`src/rtl/xgmii_loop_mon_pkg.sv`:
```
// Shared XGMII character codes, loopback FSM states and counter type codes
// for the XGMII loopback monitor.
package xgmii_loop_mon_pkg;

  localparam logic [7:0] XgmiiIdle  = 8'h07;
  localparam logic [7:0] XgmiiStart = 8'hFB;
  localparam logic [7:0] XgmiiError = 8'hFE;

  localparam int unsigned NumCntTyp = 4;

  typedef enum logic [1:0] {
    StNorm,
    StLwait,
    StLoop,
    StUwait
  } loop_state_e;

  typedef enum logic [1:0] {
    CntTxSof = 2'd0,
    CntRxSof = 2'd1,
    CntTxErr = 2'd2,
    CntRxErr = 2'd3
  } cnt_typ_e;

endpackage

```
`src/rtl/xgmii_loop_mon_chan.sv`:
```
// One XGMII channel: registered TX/RX forwarding, frame-boundary loopback FSM
// and four saturating frame/error counters.
module xgmii_loop_mon_chan
  import xgmii_loop_mon_pkg::*;
#(
  parameter int unsigned DATA_W = 64,
  parameter int unsigned CNT_W  = 32
) (
  input  logic                            clk_156,
  input  logic                            async_reset,
  input  logic [DATA_W-1:0]               mac_txd,
  input  logic [DATA_W/8-1:0]             mac_txc,
  output logic [DATA_W-1:0]               pcs_txd,
  output logic [DATA_W/8-1:0]             pcs_txc,
  input  logic [DATA_W-1:0]               pcs_rxd,
  input  logic [DATA_W/8-1:0]             pcs_rxc,
  output logic [DATA_W-1:0]               mac_rxd,
  output logic [DATA_W/8-1:0]             mac_rxc,
  input  logic                            loop_req,
  output logic                            loop_act,
  input  logic                            cnt_clr,
  output logic [NumCntTyp-1:0][CNT_W-1:0] cnt
);

  localparam int unsigned CtrlW = DATA_W / 8;
  localparam logic [DATA_W-1:0] IdleD = {CtrlW{XgmiiIdle}};

  function automatic logic is_idle(input logic [DATA_W-1:0] d, input logic [CtrlW-1:0] c);
    logic r;
    r = &c;
    for (int i = 0; i < int'(CtrlW); i++) if (d[8*i +: 8] != XgmiiIdle) r = 1'b0;
    return r;
  endfunction

  // Start may only sit on lane 0 or lane 4 of each 8-byte word.
  function automatic logic is_sof(input logic [DATA_W-1:0] d, input logic [CtrlW-1:0] c);
    logic r;
    r = 1'b0;
    for (int i = 0; i < int'(CtrlW); i++) begin
      if ((i % 4 == 0) && c[i] && (d[8*i +: 8] == XgmiiStart)) r = 1'b1;
    end
    return r;
  endfunction

  function automatic logic is_err(input logic [DATA_W-1:0] d, input logic [CtrlW-1:0] c);
    logic r;
    r = 1'b0;
    for (int i = 0; i < int'(CtrlW); i++) if (c[i] && (d[8*i +: 8] == XgmiiError)) r = 1'b1;
    return r;
  endfunction

  loop_state_e          state_q;
  logic [DATA_W-1:0]    rx_word_d;
  logic [CtrlW-1:0]     rx_ctrl_d;
  logic                 tx_idle, pcs_idle;
  logic [NumCntTyp-1:0] inc;

  assign tx_idle  = is_idle(mac_txd, mac_txc);
  assign pcs_idle = is_idle(pcs_rxd, pcs_rxc);

  // Transitions into LWAIT/UWAIT only fire on an idle input word, so the
  // word selected by the current state is already idle on those edges.
  always_comb begin
    rx_word_d = IdleD;
    rx_ctrl_d = '1;
    unique case (state_q)
      StNorm: begin
        rx_word_d = pcs_rxd;
        rx_ctrl_d = pcs_rxc;
      end
      StLoop: begin
        rx_word_d = mac_txd;
        rx_ctrl_d = mac_txc;
      end
      default: ;
    endcase
  end

  always_ff @(posedge clk_156 or posedge async_reset) begin
    if (async_reset) begin
      state_q <= StNorm;
      pcs_txd <= IdleD;
      pcs_txc <= '1;
      mac_rxd <= IdleD;
      mac_rxc <= '1;
    end else begin
      pcs_txd <= mac_txd;
      pcs_txc <= mac_txc;
      mac_rxd <= rx_word_d;
      mac_rxc <= rx_ctrl_d;
      unique case (state_q)
        StNorm:  if (loop_req && pcs_idle) state_q <= StLwait;
        StLwait: begin
          if (!loop_req && pcs_idle)     state_q <= StNorm;
          else if (loop_req && tx_idle)  state_q <= StLoop;
        end
        StLoop:  if (!loop_req && tx_idle) state_q <= StUwait;
        StUwait: begin
          if (pcs_idle)                  state_q <= StNorm;
          else if (loop_req && tx_idle)  state_q <= StLoop;
        end
        default: state_q <= StNorm;
      endcase
    end
  end

  assign loop_act = (state_q == StLoop);

  assign inc[CntTxSof] = is_sof(mac_txd, mac_txc);
  assign inc[CntRxSof] = is_sof(rx_word_d, rx_ctrl_d);
  assign inc[CntTxErr] = is_err(mac_txd, mac_txc);
  assign inc[CntRxErr] = is_err(rx_word_d, rx_ctrl_d);

  always_ff @(posedge clk_156 or posedge async_reset) begin
    if (async_reset) begin
      cnt <= '0;
    end else begin
      for (int t = 0; t < int'(NumCntTyp); t++) begin
        if (cnt_clr) begin
          cnt[t] <= '0;
        end else if (inc[t] && (cnt[t] != {CNT_W{1'b1}})) begin
          cnt[t] <= cnt[t] + CNT_W'(1);
        end
      end
    end
  end

endmodule

```
`src/rtl/xgmii_loop_mon.sv`:
```
// N-channel XGMII interposer between MAC and PCS with per-channel near-end
// loopback and a registered counter readout mux.
module xgmii_loop_mon
  import xgmii_loop_mon_pkg::*;
#(
  parameter int unsigned NUM_CH = 4,
  parameter int unsigned DATA_W = 64,
  parameter int unsigned CNT_W  = 32
) (
  input  logic                                     clk_156,
  input  logic                                     async_reset,
  input  logic [NUM_CH*DATA_W-1:0]                 mac_txd,
  input  logic [NUM_CH*(DATA_W/8)-1:0]             mac_txc,
  output logic [NUM_CH*DATA_W-1:0]                 pcs_txd,
  output logic [NUM_CH*(DATA_W/8)-1:0]             pcs_txc,
  input  logic [NUM_CH*DATA_W-1:0]                 pcs_rxd,
  input  logic [NUM_CH*(DATA_W/8)-1:0]             pcs_rxc,
  output logic [NUM_CH*DATA_W-1:0]                 mac_rxd,
  output logic [NUM_CH*(DATA_W/8)-1:0]             mac_rxc,
  input  logic [NUM_CH-1:0]                        loop_req,
  output logic [NUM_CH-1:0]                        loop_act,
  input  logic [(NUM_CH > 1 ? $clog2(NUM_CH) : 1)-1:0] cnt_ch_sel,
  input  logic [1:0]                               cnt_typ_sel,
  output logic [CNT_W-1:0]                         cnt_rd_data,
  input  logic                                     cnt_clr
);

  localparam int unsigned CtrlW = DATA_W / 8;

  logic [NUM_CH-1:0][NumCntTyp-1:0][CNT_W-1:0] cnt_all;

  for (genvar k = 0; k < NUM_CH; k++) begin : g_ch
    xgmii_loop_mon_chan #(
      .DATA_W (DATA_W),
      .CNT_W  (CNT_W)
    ) u_chan (
      .clk_156     (clk_156),
      .async_reset (async_reset),
      .mac_txd     (mac_txd[k*DATA_W +: DATA_W]),
      .mac_txc     (mac_txc[k*CtrlW +: CtrlW]),
      .pcs_txd     (pcs_txd[k*DATA_W +: DATA_W]),
      .pcs_txc     (pcs_txc[k*CtrlW +: CtrlW]),
      .pcs_rxd     (pcs_rxd[k*DATA_W +: DATA_W]),
      .pcs_rxc     (pcs_rxc[k*CtrlW +: CtrlW]),
      .mac_rxd     (mac_rxd[k*DATA_W +: DATA_W]),
      .mac_rxc     (mac_rxc[k*CtrlW +: CtrlW]),
      .loop_req    (loop_req[k]),
      .loop_act    (loop_act[k]),
      .cnt_clr     (cnt_clr),
      .cnt         (cnt_all[k])
    );
  end

  // Out-of-range channel selects read as zero rather than aliasing a channel.
  always_ff @(posedge clk_156 or posedge async_reset) begin
    if (async_reset) begin
      cnt_rd_data <= '0;
    end else if (32'(cnt_ch_sel) < NUM_CH) begin
      cnt_rd_data <= cnt_all[cnt_ch_sel][cnt_typ_sel];
    end else begin
      cnt_rd_data <= '0;
    end
  end

endmodule
```
`config.mk`:
```
export PLATFORM = sky130hd
export DESIGN_NAME = xgmii_loop_mon
export DESIGN_NICKNAME = d
export VERILOG_FILES = /design/src/rtl/xgmii_loop_mon_pkg.sv /design/src/rtl/xgmii_loop_mon_chan.sv /design/src/rtl/xgmii_loop_mon.sv
export SDC_FILE = /design/constraint.sdc
export NUM_CORES = 2
export LEC_CHECK = 0
export CAP_MARGIN = 25
export CELL_PAD_IN_SITES_DETAIL_PLACEMENT = 0
export CELL_PAD_IN_SITES_GLOBAL_PLACEMENT = 1
export CORE_AREA = 2 2 473 475
export CTS_CLUSTER_SIZE = 12
export DETAILED_ROUTE_END_ITERATION = 6
export DIE_AREA = 0 0 475 477
export GPL_TIMING_DRIVEN = 0
export PLACE_DENSITY = 0.61
export SLEW_MARGIN = 20
export SYNTH_ARGS = -nofsm -noshare
export SYNTH_HDL_FRONTEND = slang
export SYNTH_HIERARCHICAL = 1
export SYNTH_SLANG_ARGS = --single-unit
export TNS_END_PERCENT = 20
```
`constraint.sdc`:
```
create_clock -name clk_156 -period 7.99 [get_ports clk_156]
set_clock_uncertainty 0.1 [all_clocks]
set_input_delay 1.1985 -clock clk_156 [delete_from_list [all_inputs] [get_ports clk_156]]
set_output_delay 1.1985 -clock clk_156 [all_outputs]
set_load 0.05 [all_outputs]
```
Word level (Yosys, flattened, before mapping)
Cells that the tools add are included.

Bits in registers: 1128. Latch bits: 0. Bits in writable memories: 0. Bits in read-only memories: 0. Input bits: 587. Output and inout port bits: 612. Logic and storage cells: 595. Memories: 0.

Add/sub/neg operators: 16. $mul: 0. Div/mod/pow operators: 0. Magnitude comparators: 2. Eq/ne operators: 180. Shift-type cells: 0. Muxes and demuxes: 212. Bitwise logic cells: 0. Reduce and logical (&&, ||, !) cells: 148.

Operators with widths (count): 32-bit two-way mux (33); 8-bit == test (second input constant) (80); 32-bit by 1-bit adder with 32-bit output (second input constant) (16); 32-bit inequality test (second input constant) (16); 8-bit by 3-bit inequality test with 1-bit output (second input constant) (64); 64-bit one-hot mux with 2 select lines (4); 128-bit binary-select mux with 2-bit select (1); 1-bit two-way mux (144); 128-bit two-way mux (1); 1-bit logical AND (112); 32-bit binary-select mux with 2-bit select (1); 8-bit one-hot mux with 2 select lines (4); 8-bit AND reduction (8); 2-bit two-way mux (20); 2-bit one-hot mux with 4 select lines (4); 2-bit nonzero test (16); 2-bit == test (second input constant) (8); 2-bit by 1-bit == test with 1-bit output (second input constant) (4); 2-bit logical NOT (4); 2-bit by 1-bit inequality test with 1-bit output (second input constant) (4); 2-bit inequality test (second input constant) (4); 2-bit AND reduction (4); 2-bit by 3-bit less-than comparator with 1-bit output (second input constant) (2); 1-bit logical NOT (4).

Longest topological paths before layout
Word-level depth: 15. Depth in mapped cells: 13. Mapped depth without buffers: 8.

Modules after synthesis
Netlist, hierarchy kept.

Modules (own cells, without submodules): xgmii_loop_mon_chan (g_ch[2].u_chan ...) (instances 2, cells an instance 1220, area an instance 12747.2 µm², sequential area each 6936.7 µm²); xgmii_loop_mon_chan (g_ch[1].u_chan) (instances 1, cells an instance 1230, area an instance 12801.0 µm², sequential area each 6936.7 µm²); xgmii_loop_mon_chan (g_ch[0].u_chan) (instances 1, cells an instance 1246, area an instance 12751.0 µm², sequential area each 6936.7 µm²); xgmii_loop_mon (instances 1, cells an instance 304, area an instance 4515.6 µm², sequential area each 800.8 µm²).

Least setup slack after synthesis
Ideal clock, no wire load.

Kind: in2reg. Start: input mac_txd[4]. End: register g_ch[0].u_chan/cnt[87] (netlist name). Library setup time: 0.078 ns. Arrival time: 2.964 ns. Data required time: 7.812 ns. Slack: 4.848 ns. Cell stages on the path: 9. Buffers on the path: 2. Path through: nand3_2 or4_1 o21a_1 and4_4 buf_6 or2_1 clkbuf_2 or3_1 a21oi_1.

Word-level cells in the longest chain between the ends: 12.

Ends and longest elaborated chain: start: declaration (line xgmii_loop_mon.sv:12) `input logic [NUM_CH*DATA_W-1:0] mac_txd,`; 8-bit == test (line xgmii_loop_mon_chan.sv:48) `for (int i = 0; i < int'(CtrlW); i++) if (c[i] && (d[8*i +: 8] == XgmiiError)) r = 1'b1;`; 1-bit logical AND (line xgmii_loop_mon_chan.sv:48); 1-bit two-way mux (8 in series) (line xgmii_loop_mon_chan.sv:48); 1-bit logical AND (line xgmii_loop_mon_chan.sv:121) `end else if (inc[t] && (cnt[t] != {CNT_W{1'b1}})) begin`; 2-bit nonzero test (no line); end signal: indexed assignment (line xgmii_loop_mon_chan.sv:122) `cnt[t] <= cnt[t] + CNT_W'(1);`; end: declaration (line xgmii_loop_mon_chan.sv:22) `output logic [NumCntTyp-1:0][CNT_W-1:0] cnt`.

No other way between the ends. A chain may end at the register's enable or synchronous reset.

Worst setup path in the final report
Start: register g_ch[2].u_chan.state_q[0]. End: output loop_act[2].

Word-level cells in the longest chain between the ends: 1.

Ends and longest elaborated chain: start: declaration (line xgmii_loop_mon_chan.sv:52) `loop_state_e state_q;`; start signal: assignment (line xgmii_loop_mon_chan.sv:81) `state_q <= StNorm;`; start signal: assignment (line xgmii_loop_mon_chan.sv:92) `StNorm: if (loop_req && pcs_idle) state_q <= StLwait;`; start signal: assignment (line xgmii_loop_mon_chan.sv:94) `if (!loop_req && pcs_idle) state_q <= StNorm;`; 2-bit == test (line xgmii_loop_mon_chan.sv:107) `assign loop_act = (state_q == StLoop);`; end: declaration (line xgmii_loop_mon.sv:21) `output logic [NUM_CH-1:0] loop_act,`.

No other way between the ends.

==> flow_summary.yaml <==
status:
  status: "complete, no violations"
layout:
  drive_gt1_share_pct: 12.6
  final_common_cell: "clkdlybuf4s50_1"
  layout_common_cells: "1195 x clkdlybuf4s50_1, 872 x dfrtp_1, 613 x nor2_1"
  fillers: 22400
  instances_no_fill: 9717
  nNetsFinal: 7197
  area_growth_pct: 38.6
  final_util_pct: 34.8
min_path:
  whs_path_depth: 1
  hold_path.startpoint: "g_ch[0].u_chan/state_q[0]"
  holdPathEnd: "g_ch[0].u_chan/mac_rxd[39]"
  hold_class: "register to register"
synth:
  yosys_warnings: 6
  syn_nets: 5823
  synthCells: 5220
  synth_cell_types: 96
  avgSynthCellArea_sq_um: 10.6
  synth-edff-count: 0
  synth_area_sq_um: 55600
  ys_async_sr_fraction_pct: 100
  synth_seq_cells: 1128
  synth_ff_type: "dfrtp_1"
  synth-seq-area-share_pct: 51.4
floorplanning:
  initial_core_util_pct: 25.1
  die_area_sq_um: 227000
  ios: 1199
  die_y_um: 477
  rows: 173
  core_area_sq_um: 221000
  fp.dieW_um: 475
grt:
  grt_pass1_vias: 51800
  grt.overflow.total: 0
  antenna_found_initial: 26
  grt_max_degree: 98
  grt_pass1_wl_um: 426000
  grt_use_total_pct: 26.8
detailed_routing:
  top_layer: "met5"
  drtIter0Drc: 5144
  viasPerCell: 5.33
  drc_errors: 0
  wl_met1_um: 114000
  totalWireLength_um: 312000
  wl_per_cell_um: 32.2
  wl_met2_um: 147000
  vias: 51800
  wl_met3_um: 23900
  dr.pass1.iters: 7
  ant_nets: 0
sta:
  rsz0062_at_grt: "false"
  fin_crit_sh_pct: 65.2
  setup_slack_ps: 2780
  final-max-slew-violation-count: 0
  worst_pin_slew_ps: 1120
  setup-violations-final: 0
  fin_crit_ps: 5210
  fmax_ghz: 0.192
  slew_headroom_pct: 25.1
  hold_viol: 0
clock_network:
  cts_tree: "yes"
  post_cts.repair.setup_buffers: 0
  cts.path.max_buffers: 3
  holdBufCountCts: 0
  clkLatencyLatePin_ps: 820
  numCtsBuffers: 147
  clkTransAtPathRegs_ps: 60
  ctsRootBufferMaster: "clkbuf_16"
  cts_resized: 0
  cts_max_level: 4
  cts.sinks: 1128
job:
  drv_cap: 0
setup_path:
  rr_worst_depth: 6
  startpoint_type: "register"
  end_kind: "output pin"
  crit_family: "buffers and inverters"
  r2r_setup_slack_ps: 4160
  rr_startpoint: "g_ch[2].u_chan/state_q[1]"
  cp_slowest_stage_delay_ps: 730
  r2r_end: "g_ch[2].u_chan/mac_rxd[7]"
  cp_common_cell: "clkbuf_1"
  cp.required_ps: 6690
  worstSetupPathType: "register to output pin"
  path_buf_inv: 4
  crit_slowest_cell: "clkdlybuf4s50_1"
  worstPathMaxFanout: 10
  worstPathCellList: "clkbuf_1 > clkbuf_1 > buf_1 > nor2_1 > clkdlybuf4s50_1"
  arrival_ps: 3910
place:
  post-dp-hpwl_um: 251000
  port_buffers: 1196
  post-place-cells: 9420
  gp_congestion: 1.03
  place_ws_ps: 2420
power:
  irDropWorstVdd_mv: 0.213
  power.density_nw_per_um2: 193
  p_total_mw: 14.9
  leakage_nw: 29.4
## area by class of cell
cell class / instances / area, sq um / share of cell area (%)
clock buffers: 219 / 4250 / 5.52
clock inverters: 54 / 792 / 1.03
diodes: 24 / 60.1 / 0.0780
flip-flops and latches: 1128 / 28500 / 37.1
inverters: 93 / 375 / 0.487
well taps: 2975 / 3720 / 4.83
plain buffers: 271 / 1260 / 1.64
repair buffers: 1225 / 12500 / 16.3
multi-input cells: 3728 / 25500 / 33.1
## state kept, by name, summed over array words and instances (netlist names)
| signal | flops |
|---|---|
| cnt_rd_data | 32 |
| g_ch.u_chan/cnt | 512 |
| g_ch.u_chan/mac_rxc | 32 |
| g_ch.u_chan/mac_rxd | 256 |
| g_ch.u_chan/pcs_txc | 32 |
| g_ch.u_chan/pcs_txd | 256 |
| g_ch.u_chan/state_q | 8 |
## synthesized netlist by cell type, drive strengths merged, types with 112 or more instances
cell      n  area share (%)
a21oi   176             1.6
dfstp   256              12
o21ai   132             1.2
buf     114             1.2
and3    112             1.3
dfrtp   872              39
nor3    143             1.3
nand4   268             3.1
mux2i   212             3.8
nor4    142             1.7
xor2    149             2.3
clkbuf  157             1.1
nand2   326             2.2
mux4    128             5.2
xnor2   160             2.5
nor2    615             4.2
nand3   272             2.5
## logic make-up after synthesis
| kind of cell | Yosys count | synth area share [%] |
|---|---|---|
| AND/OR/NAND/NOR | 2444 | 23.8 |
| flip-flops | 1128 | 51.4 |
| AO/OA/AOI/OAI | 576 | 6.87 |
| multiplexers | 383 | 9.88 |
| buffers and inverters | 364 | 2.88 |
| XOR/XNOR | 309 | 4.87 |
| adder cells (fa/ha/maj) | 16 | 0.360 |
## worst reg2reg max path, delay by kind of cell (launching register included)
kind          cells  cell delay, ps
buf+inv           4            2130
flops             1             580
mux               1             750
simple gates      1             120
## where the power goes
group          leakage [nW]  internal (mW)  switching, mW
clock                  2.45           4.14           2.84
combinational          12.7          0.612           1.32
sequential             14.2           5.89         0.0517
total                  29.4           10.6           4.21
## metrics by stage
step / setup TNS, ps / instance area (sq um) / hold slack, ps
after floorplan: -475440 / 55600 / 343
after global placement: -3965200 / 71300 / 408
after detailed placement: 0 / 71900 / 403
after CTS: 0 / 76900 / 407
after global routing: 0 / 77000 / 421
final: 0 / 77000 / 413
## metal layers
metal	vias up	track usage [%]
li1	21900	-
met1	26300	30.6
met2	2774	43.8
met3	757	5.81
met4	14	20.3
met5	-	0
## worst max path at each step
stage / from / to / slack, ps / cells past startpoint
final: g_ch[2].u_chan/state_q[0] / loop_act[2] / 2780 / 5
after floorplan: async_reset / g_ch[1].u_chan/cnt[0] / -750 / 1
after detailed placement: mac_txd[134] / g_ch[2].u_chan/cnt[90] / 2420 / 8
after CTS: g_ch[2].u_chan/state_q[0] / loop_act[2] / 2680 / 5
after global placement: async_reset / g_ch[2].u_chan/pcs_txd[14] / -5940 / 2
after global routing: g_ch[2].u_chan/state_q[0] / loop_act[2] / 2650 / 5
Power figures use the tool's default switching activity.
